File: src/rtl/ram_port_arbiter_if.sv
// Bus bundle between the two masters, the arbiter and the RAM port.
// Masters drive the m_* requests; the RAM drives s_gnt/s_rvalid/s_rdata.
interface ram_port_arbiter_if #(
  parameter int ADDR_WIDTH = 32,
  parameter int DATA_WIDTH = 32
);
  logic [1:0]              m_req_i;
  logic [1:0]              m_gnt_o;
  logic [1:0]              m_rvalid_o;
  logic [2*ADDR_WIDTH-1:0] m_addr_i;
  logic [1:0]              m_we_i;
  logic [2*DATA_WIDTH-1:0] m_wdata_i;
  logic [DATA_WIDTH-1:0]   m_rdata_o;
  logic                    s_req_o;
  logic                    s_gnt_i;
  logic                    s_rvalid_i;
  logic [ADDR_WIDTH-1:0]   s_addr_o;
  logic                    s_we_o;
  logic [DATA_WIDTH-1:0]   s_wdata_o;
  logic [DATA_WIDTH-1:0]   s_rdata_i;
  logic                    timeout_o;

  modport master (
    output m_req_i, m_addr_i, m_we_i, m_wdata_i,
    output s_gnt_i, s_rvalid_i, s_rdata_i,
    input  m_gnt_o, m_rvalid_o, m_rdata_o,
    input  s_req_o, s_addr_o, s_we_o, s_wdata_o,
    input  timeout_o
  );

  modport slave (
    input  m_req_i, m_addr_i, m_we_i, m_wdata_i,
    input  s_gnt_i, s_rvalid_i, s_rdata_i,
    output m_gnt_o, m_rvalid_o, m_rdata_o,
    output s_req_o, s_addr_o, s_we_o, s_wdata_o,
    output timeout_o
  );
endinterface

File: src/rtl/ram_port_arbiter.sv
// Round-robin two-master arbiter for a single-port RAM with one
// outstanding transaction, captured read data and response timeout.
module ram_port_arbiter #(
  parameter int ADDR_WIDTH   = 32,
  parameter int DATA_WIDTH   = 32,
  parameter int RESP_TIMEOUT = 15
) (
  input logic          clk,
  input logic          rst_n,
  ram_port_arbiter_if.slave bus
);
  localparam int CW = $clog2(RESP_TIMEOUT + 1);
  localparam logic [CW-1:0] CNT_MAX = CW'(RESP_TIMEOUT);

  typedef enum logic {IDLE, WAIT} state_e;

  state_e                state_q, state_d;
  logic                  owner_q, owner_d;
  logic                  prio_q, prio_d;
  logic [CW-1:0]         cnt_q, cnt_d, cnt_inc;
  logic [DATA_WIDTH-1:0] rdata_q, rdata_d;
  logic [DATA_WIDTH-1:0] out_q, out_d;
  logic [1:0]            rvalid_q, rvalid_d;
  logic                  tout_q, tout_d;
  logic                  eligible, sel, req, hs;

  always_comb begin
    eligible = (state_q == IDLE) | bus.s_rvalid_i;
    sel      = bus.m_req_i[prio_q] ? prio_q : ~prio_q;
    req      = eligible & (|bus.m_req_i);
    hs       = req & bus.s_gnt_i;
  end

  assign bus.s_req_o   = req;
  assign bus.s_addr_o  = sel ? bus.m_addr_i[2*ADDR_WIDTH-1:ADDR_WIDTH]
                             : bus.m_addr_i[ADDR_WIDTH-1:0];
  assign bus.s_wdata_o = sel ? bus.m_wdata_i[2*DATA_WIDTH-1:DATA_WIDTH]
                             : bus.m_wdata_i[DATA_WIDTH-1:0];
  assign bus.s_we_o    = hs & bus.m_we_i[sel];
  assign bus.m_gnt_o   = {hs & sel, hs & ~sel};

  assign bus.m_rvalid_o = rvalid_q;
  assign bus.m_rdata_o  = out_q;
  assign bus.timeout_o  = tout_q;

  // Saturating wait counter; never wraps back to zero.
  assign cnt_inc = (cnt_q == CNT_MAX) ? cnt_q : cnt_q + CW'(1);

  always_comb begin
    state_d  = state_q;
    owner_d  = owner_q;
    prio_d   = prio_q;
    cnt_d    = cnt_q;
    rdata_d  = rdata_q;
    out_d    = out_q;
    rvalid_d = 2'b00;
    tout_d   = tout_q;

    unique case (state_q)
      IDLE: begin
      end
      WAIT: begin
        if (bus.s_rvalid_i) begin
          rvalid_d[owner_q] = 1'b1;
          out_d             = rdata_q;
          state_d           = IDLE;
        end else begin
          cnt_d = cnt_inc;
          if (cnt_inc == CNT_MAX) begin
            tout_d            = 1'b1;
            rvalid_d[owner_q] = 1'b1;
            out_d             = '0;
            state_d           = IDLE;
          end
        end
      end
    endcase

    // A new handshake overrides the return to IDLE (back-to-back).
    if (hs) begin
      rdata_d = bus.s_rdata_i;
      owner_d = sel;
      prio_d  = ~sel;
      cnt_d   = '0;
      state_d = WAIT;
    end
  end

  always_ff @(posedge clk or negedge rst_n) begin
    if (!rst_n) begin
      state_q  <= IDLE;
      owner_q  <= 1'b0;
      prio_q   <= 1'b0;
      cnt_q    <= '0;
      rdata_q  <= '0;
      out_q    <= '0;
      rvalid_q <= 2'b00;
      tout_q   <= 1'b0;
    end else begin
      state_q  <= state_d;
      owner_q  <= owner_d;
      prio_q   <= prio_d;
      cnt_q    <= cnt_d;
      rdata_q  <= rdata_d;
      out_q    <= out_d;
      rvalid_q <= rvalid_d;
      tout_q   <= tout_d;
    end
  end
endmodule

File: src/flat_wrapper.sv
// flat-port wrapper written by rule: the top's interface ports become plain ports
module ram_port_arbiter_flat 
#(
  parameter int ADDR_WIDTH   = 32,
  parameter int DATA_WIDTH   = 32,
  parameter int RESP_TIMEOUT = 15
)
  (clk, rst_n, bus_m_req_i, bus_m_addr_i, bus_m_we_i, bus_m_wdata_i, bus_s_gnt_i, bus_s_rvalid_i, bus_s_rdata_i, bus_m_gnt_o, bus_m_rvalid_o, bus_m_rdata_o, bus_s_req_o, bus_s_addr_o, bus_s_we_o, bus_s_wdata_o, bus_timeout_o);
  ram_port_arbiter_if #(.ADDR_WIDTH(ADDR_WIDTH), .DATA_WIDTH(DATA_WIDTH)) bus_i ();
  input logic clk;
  input logic rst_n;
  input wire logic [$bits(bus_i.m_req_i)-1:0] bus_m_req_i;
  input wire logic [$bits(bus_i.m_addr_i)-1:0] bus_m_addr_i;
  input wire logic [$bits(bus_i.m_we_i)-1:0] bus_m_we_i;
  input wire logic [$bits(bus_i.m_wdata_i)-1:0] bus_m_wdata_i;
  input wire logic [$bits(bus_i.s_gnt_i)-1:0] bus_s_gnt_i;
  input wire logic [$bits(bus_i.s_rvalid_i)-1:0] bus_s_rvalid_i;
  input wire logic [$bits(bus_i.s_rdata_i)-1:0] bus_s_rdata_i;
  output wire logic [$bits(bus_i.m_gnt_o)-1:0] bus_m_gnt_o;
  output wire logic [$bits(bus_i.m_rvalid_o)-1:0] bus_m_rvalid_o;
  output wire logic [$bits(bus_i.m_rdata_o)-1:0] bus_m_rdata_o;
  output wire logic [$bits(bus_i.s_req_o)-1:0] bus_s_req_o;
  output wire logic [$bits(bus_i.s_addr_o)-1:0] bus_s_addr_o;
  output wire logic [$bits(bus_i.s_we_o)-1:0] bus_s_we_o;
  output wire logic [$bits(bus_i.s_wdata_o)-1:0] bus_s_wdata_o;
  output wire logic [$bits(bus_i.timeout_o)-1:0] bus_timeout_o;
  assign bus_i.m_req_i = bus_m_req_i;
  assign bus_i.m_addr_i = bus_m_addr_i;
  assign bus_i.m_we_i = bus_m_we_i;
  assign bus_i.m_wdata_i = bus_m_wdata_i;
  assign bus_i.s_gnt_i = bus_s_gnt_i;
  assign bus_i.s_rvalid_i = bus_s_rvalid_i;
  assign bus_i.s_rdata_i = bus_s_rdata_i;
  assign bus_m_gnt_o = bus_i.m_gnt_o;
  assign bus_m_rvalid_o = bus_i.m_rvalid_o;
  assign bus_m_rdata_o = bus_i.m_rdata_o;
  assign bus_s_req_o = bus_i.s_req_o;
  assign bus_s_addr_o = bus_i.s_addr_o;
  assign bus_s_we_o = bus_i.s_we_o;
  assign bus_s_wdata_o = bus_i.s_wdata_o;
  assign bus_timeout_o = bus_i.timeout_o;
  ram_port_arbiter #(.ADDR_WIDTH(ADDR_WIDTH), .DATA_WIDTH(DATA_WIDTH), .RESP_TIMEOUT(RESP_TIMEOUT)) u_core (.clk(clk), .rst_n(rst_n), .bus(bus_i));
endmodule
File: config.mk
export PLATFORM = sky130hd
export DESIGN_NAME = ram_port_arbiter_flat
export DESIGN_NICKNAME = d
export VERILOG_FILES = /design/src/rtl/ram_port_arbiter_if.sv /design/src/rtl/ram_port_arbiter.sv /design/src/flat_wrapper.sv
export SDC_FILE = /design/constraint.sdc
export NUM_CORES = 1
export LEC_CHECK = 0
export BUFFER_PORTS_ARGS = -buffer_cell sky130_fd_sc_hd__buf_4
export CAP_MARGIN = 20
export CORE_MARGIN = 5
export CORE_UTILIZATION = 38
export DETAILED_ROUTE_END_ITERATION = 10
export PLACE_DENSITY = 0.87
export SLEW_MARGIN = 20
export SYNTH_ARGS = -nofsm -noshare
export SYNTH_HDL_FRONTEND = slang
export SYNTH_SLANG_ARGS = --single-unit
File: constraint.sdc
create_clock -name clk -period 1.85 [get_ports clk]
set_clock_uncertainty 0.15 [all_clocks]
set_input_delay 0.0925 -clock clk [delete_from_list [all_inputs] [get_ports clk]]
set_output_delay 0.0925 -clock clk [all_outputs]
set_load 0.005 [all_outputs]
# --- Yosys cells after proc, flatten, opt, wreduce, memory -nomap -nowiden ---
# Cells that the tools add are included.
totals:
  regBits: 74
  inputBits: 168
  word_cells: 55
op_classes:
  addsub: 1
  magnitude_cmp: 4
  n_eq_ne: 3
  mux: 22
  bitwise_logic: 10
  n_reduce_logical: 7
ops:
  columns: ["op", "count"]
  rows:
  - ["$mux 32", 4]
  - ["$mux 4", 4]
  - ["$mux 1", 10]
  - ["$eq 4x4->1 const B", 2]
  - ["$lt 1x2->1 const B", 3]
  - ["$mux 2", 3]
  - ["$and 1x1->1", 5]
  - ["$add 4x1->4 const B", 1]
  - ["$not 1->1", 4]
  - ["$reduce_and 2->1", 2]
  - ["$reduce_bool 2->1", 2]
  - ["$reduce_and 3->1", 1]
  - ["$ne 2x1->1 const B", 1]
  - ["$reduce_or 2->1", 1]
  - ["$demux 1 s1", 1]
  - ["$ge 1x1->1 const B", 1]
  - ["$logic_and 1x1->1", 1]
  - ["$or 1x1->1", 1]

# --- Depth between registers and ports, before layout ---
logic_depth:
  depth_word: 7
  depth_mapped: 6
  ltp_nobuf: 4

# --- Worst setup path after synthesis ---
# OpenSTA, ideal clock, no wires.
synth_timing:
  path_kind: "register to register"
  from: "register u_core.state_q"
  to: "register u_core.rdata_q[4]"
  setup_ns: 0.125
  arrival_ns: 1.591
  path_slack_ns: -0.016
  path_stages_with_launch: 7
  n_path_buf: 3
  cell_sequence: "dfrtp_1 buf_6 nor2b_4 buf_6 nor3_4 buf_6 mux2_2"
synth_via:
  elab_chain_len: 4
synth_rtl:
  columns: ["element", "line_no", "text"]
  rows:
  - ["start, declared", "ram_port_arbiter.sv:17", "state_e state_q, state_d;"]
  - ["start signal, assigned", "ram_port_arbiter.sv:100", "state_q <= state_d;"]
  - ["$not 1->1", "ram_port_arbiter.sv:28", "eligible = (state_q == IDLE) | bus.s_rvalid_i;"]
  - ["$or 1x1->1", "ram_port_arbiter.sv:28", null]
  - ["$and 1x1->1", "ram_port_arbiter.sv:30", "req = eligible & (|bus.m_req_i);"]
  - ["$and 1x1->1", "ram_port_arbiter.sv:31", "hs = req & bus.s_gnt_i;"]
  - ["end signal, assigned", "ram_port_arbiter.sv:104", "rdata_q <= rdata_d;"]
  - ["end, declared", "ram_port_arbiter.sv:21", "logic [DATA_WIDTH-1:0] rdata_q, rdata_d;"]
# Every way passes these cells.
# A chain may end at the register's enable or synchronous reset.

# --- Worst setup path after layout ---
layout_timing:
  from: "register u_core.prio_q"
  to: "output port bus_s_wdata_o[29]"
layout_via:
  elab_chain_len: 4
  elab_cells_between_ends: 5
  cone_classes: "mux: 4; bitwise: 1"
layout_rtl:
  columns: ["element", "line_no", "text"]
  rows:
  - ["start, declared", "ram_port_arbiter.sv:19", "logic prio_q, prio_d;"]
  - ["start signal, assigned", "ram_port_arbiter.sv:102", "prio_q <= prio_d;"]
  - ["$mux 1 (not written as such) (2 in a row)", "ram_port_arbiter.sv:29", "sel = bus.m_req_i[prio_q] ? prio_q : ~prio_q;"]
  - ["$mux 1 *", "ram_port_arbiter.sv:29", null]
  - ["$mux 32 *", "ram_port_arbiter.sv:37", "assign bus.s_wdata_o = sel ? bus.m_wdata_i[2*DATA_WIDTH-1:DATA_WIDTH]"]
  - ["end, declared", "flat_wrapper.sv:25", "output wire logic [$bits(bus_i.s_wdata_o)-1:0] bus_s_wdata_o;"]
# Mark *: on every way between the ends. The rest lies on a longest branch, timed or not. The select of a mux whose other input is x is not followed.

==> impl_metrics.yaml <==
floorplan:
  start_util: 0.384
  die_w_um: 114
  io_pins: 271
  die_y_um: 114
  fp.dieArea_sq_um: 13000
  num_rows: 38
  core_area_sq_um: 10700
logic_synthesis:
  synth_cells: 370
  seq_area_frac_synth: 0.451
  synth_area_sq_um: 4110
  syn_nets: 539
  synth_xor_area_frac: 0.00213
  synth_compound_area_frac: 0.107
  synth-warning-count: 0
  synthSimpleGateAreaFrac: 0.130
  avgSynthCellArea_sq_um: 11.1
  synth_top_family_by_area: "multiplexers"
  ys_seq_elements: 74
  synthMuxAreaShare: 0.268
  synth-adder-area-share: 0.00305
  netlist-cell-type-count: 33
timing:
  slew_headroom: 0.728
  rsz0062_at_grt: "true"
  period_share: 1.10
  worst_slack_ns: -0.179
  min_period_ns: 2.03
  final-setup-viol-count: 66
  maxSlewViolCount: 0
  worst_pin_slew_ns: 0.406
  hold_viol: 0
  timing.fmax_mhz: 493
route:
  viasPerCell: 5.05
  drtIter0Drc: 228
  vias: 4183
  wl_per_cell_um: 22.5
  drtAntennaViolNets: 0
  firstDrtPassIters: 4
  route.detailed.drc: 0
  wl_um: 18600
finish:
  fillCellCount: 746
  layout-drive-gt1-share: 0.601
  stdcell_area_sq_um: 7490
  fin_cells: 829
  layout.nets: 853
  area_growth_pct: 82.4
  antenna_cells: 0
place:
  dpl.cell_count: 767
  place_area_sq_um: 6330
  gp_congestion: 0.893
  io_buffers: 270
  hpwl_um: 13400
pwr:
  ir_drop_mv: 0.727
  finalPower_mw: 7.94
  p_per_area_nw_per_um2: 1060
  leakagePower_nw: 3.61
critical_path:
  end_kind: "output port"
  rrSetupSlack_ns: 0.10
  required_ns: 1.61
  cp.arrival_ns: 1.79
  crit_buf_inv: 2
  cp_top_family: "flip-flops"
  start_kind: "flop"
  max_stage_delay_ns: 0.43
  rr_worst_depth: 5
  r2r_end: "u_core.bus.m_rdata_o[0]$_DFFE_PN0P_"
  cp_max_fo: 7
  critPathSlowestCell: "dfrtp_1"
  r2r_start: "u_core.cnt_q[0]$_DFFE_PN0P_"
  crit_type: "flop to output port"
  cp_cell_sequence: "nand2b_4 -> nand2_8 -> clkbuf_16 -> mux2_2 -> buf_4"
min_path:
  hold_class: "primary input to async pin"
global_route:
  grt_pass1_vias: 4463
  grt_max_degree: 46
  grt_pass1_wl_um: 25500
  grt_util_all_layers: 0.258
  grt_overflow: 0
  antenna_found_initial: 0
clock_tree:
  cts_sinks: 74
  htree_levels: 3
  cts_tree: "built"
  cts-buffers-inserted: 9
  clock_tree.root_cell: "clkbuf_8"
  path_clk_slew_ns: 0.08
  clock_latency_ns: 0.35
  clockBufferDepth: 2
run_status:
  violations: "setup timing"
  outcome: "finished, violations left"
flow_run:
  max-cap-violations: 0
[metrics by stage]
step	utilization	setup slack [ns]	setup TNS [ns]	hold WS (ns)
CTS	0.667	-0.205	-9.68	0.0412
finish	0.701	-0.179	-9.22	0.0539
detailed placement	0.591	0.0458	0	-0.108
floorplan	-	-0.0159	-0.350	-0.353
global route	0.701	-0.249	-14.10	0.0744
global placement	0.591	0.0843	0	-0.112
[cells in the mapped netlist (all sizes together)]
library cell   n  area share
o21ai         34       0.041
a21bo          1      0.0024
nor2b         33       0.052
o21a           1      0.0018
or2            1      0.0015
o32ai          1      0.0040
nand3b         1      0.0018
a21o           1      0.0018
mux2          97        0.27
o211a          2      0.0049
and2           1      0.0015
buf           12       0.022
nand2b        35       0.053
a31oi          1      0.0015
mux2i          1      0.0024
a21oi         36       0.044
inv            4      0.0037
dfrtp         74        0.45
a211oi         1      0.0018
clkbuf        14       0.013
o211ai         2      0.0037
or3            1      0.0015
xnor2          1      0.0021
ha             1      0.0030
nand3          4      0.0049
nor3           4      0.0076
nand2          3      0.0027
nor2           3      0.0027
[worst register-to-register path, stage by stage, from the launching register on]
cell and delay [ns]:
dfrtp_1 0.39, ha_2 0.26, nand2_1 0.13, o32ai_4 0.37, buf_6 0.23, o21ai_0 0.11
[sequential cells by signal, summed over array words and instances (netlist names)]
| signal | count |
|---|---|
| u_core.bus.m_rdata_o | 32 |
| u_core.bus.m_rvalid_o | 2 |
| u_core.bus.timeout_o | 1 |
| u_core.cnt_q | 4 |
| u_core.owner_q | 1 |
| u_core.prio_q | 1 |
| u_core.rdata_q | 32 |
| u_core.state_q | 1 |
[power breakdown]
group / switching [mW] / internal, mW / total [mW]
Sequential: 0.321 / 2.04 / 2.36
Combinational: 1.68 / 2.67 / 4.34
Clock: 0.581 / 0.661 / 1.24
[metal layers]
layer | wire length (um) | up-vias | GRT usage | share of wire
met5 | 0 | - | 0 | 0
met4 | 516 | 0 | 0.0538 | 0.028
met3 | 1350 | 27 | 0.0653 | 0.072
met2 | 9810 | 189 | 0.468 | 0.53
met1 | 6960 | 2040 | 0.309 | 0.37
li1 | - | 1927 | - | -
[layout by cell type (no fill, tap or decap), types with 2 or more instances in the layout]
cell type	instances
a21oi_2	2
buf_4	237
nand2b_1	33
nor3_1	3
mux2_2	37
inv_1	4
nor2b_1	32
mux2_1	7
clkbuf_16	4
buf_12	5
nand2_1	2
buf_6	47
o211a_1	2
nand2b_4	2
clkbuf_8	10
mux2_4	53
a21oi_1	34
dfrtp_1	74
clkbuf_1	2
o211ai_1	2
dlygate4sd3_1	33
o21ai_0	34
nand3_1	4
nor2_1	2
[cell type report]
cell class | count | area [sq um] | share of cell area
Timing Repair Buffer | 328 | 2880 | 0.384
Tap cell | 140 | 175 | 0.0234
Clock inverter | 4 | 51.3 | 0.00684
Sequential cell | 74 | 1850 | 0.247
Multi-Input combinational cell | 267 | 2370 | 0.317
Inverter | 4 | 15.0 | 0.00200
Clock buffer | 12 | 145 | 0.0194
[repair_timing]
item / CTS / global route
cloned: 3 / 7
endpoints found under the hold margin: 106 / 0
buffers inserted: 4 / 2
pin swaps: 1 / 3
resized for setup: 41 / 75
setup endpoints to repair: 67 / 100
hold buffers: 33 / 0
[kinds of logic after synthesis]
logic type / count (synthesis)
xor gates and xnor gates: 1
buffers and inverters: 30
muxes: 98
AOI/OAI and AO/OA: 80
adders and majority gates: 1
DFF: 74
and+or+nand+nor: 86
[worst max path at each step]
| stage | to | cells after the start | start |
|---|---|---|---|
| 2_1_floorplan | u_core.rdata_q[4]$_DFFE_PN0P_ | 6 | u_core.state_q$_DFF_PN0_ |
| 3_3_place_gp | bus_s_wdata_o[9] | 5 | u_core.prio_q$_DFFE_PN0P_ |
| 3_5_place_dp | u_core.bus.m_rdata_o[13]$_DFFE_PN0P_ | 5 | u_core.cnt_q[0]$_DFFE_PN0P_ |
| 4_1_cts | bus_s_wdata_o[20] | 6 | u_core.prio_q$_DFFE_PN0P_ |
| 5_1_grt | bus_s_wdata_o[29] | 5 | u_core.prio_q$_DFFE_PN0P_ |
| 6_report | bus_s_wdata_o[29] | 5 | u_core.prio_q$_DFFE_PN0P_ |
Power figures use the tool's default switching activity.
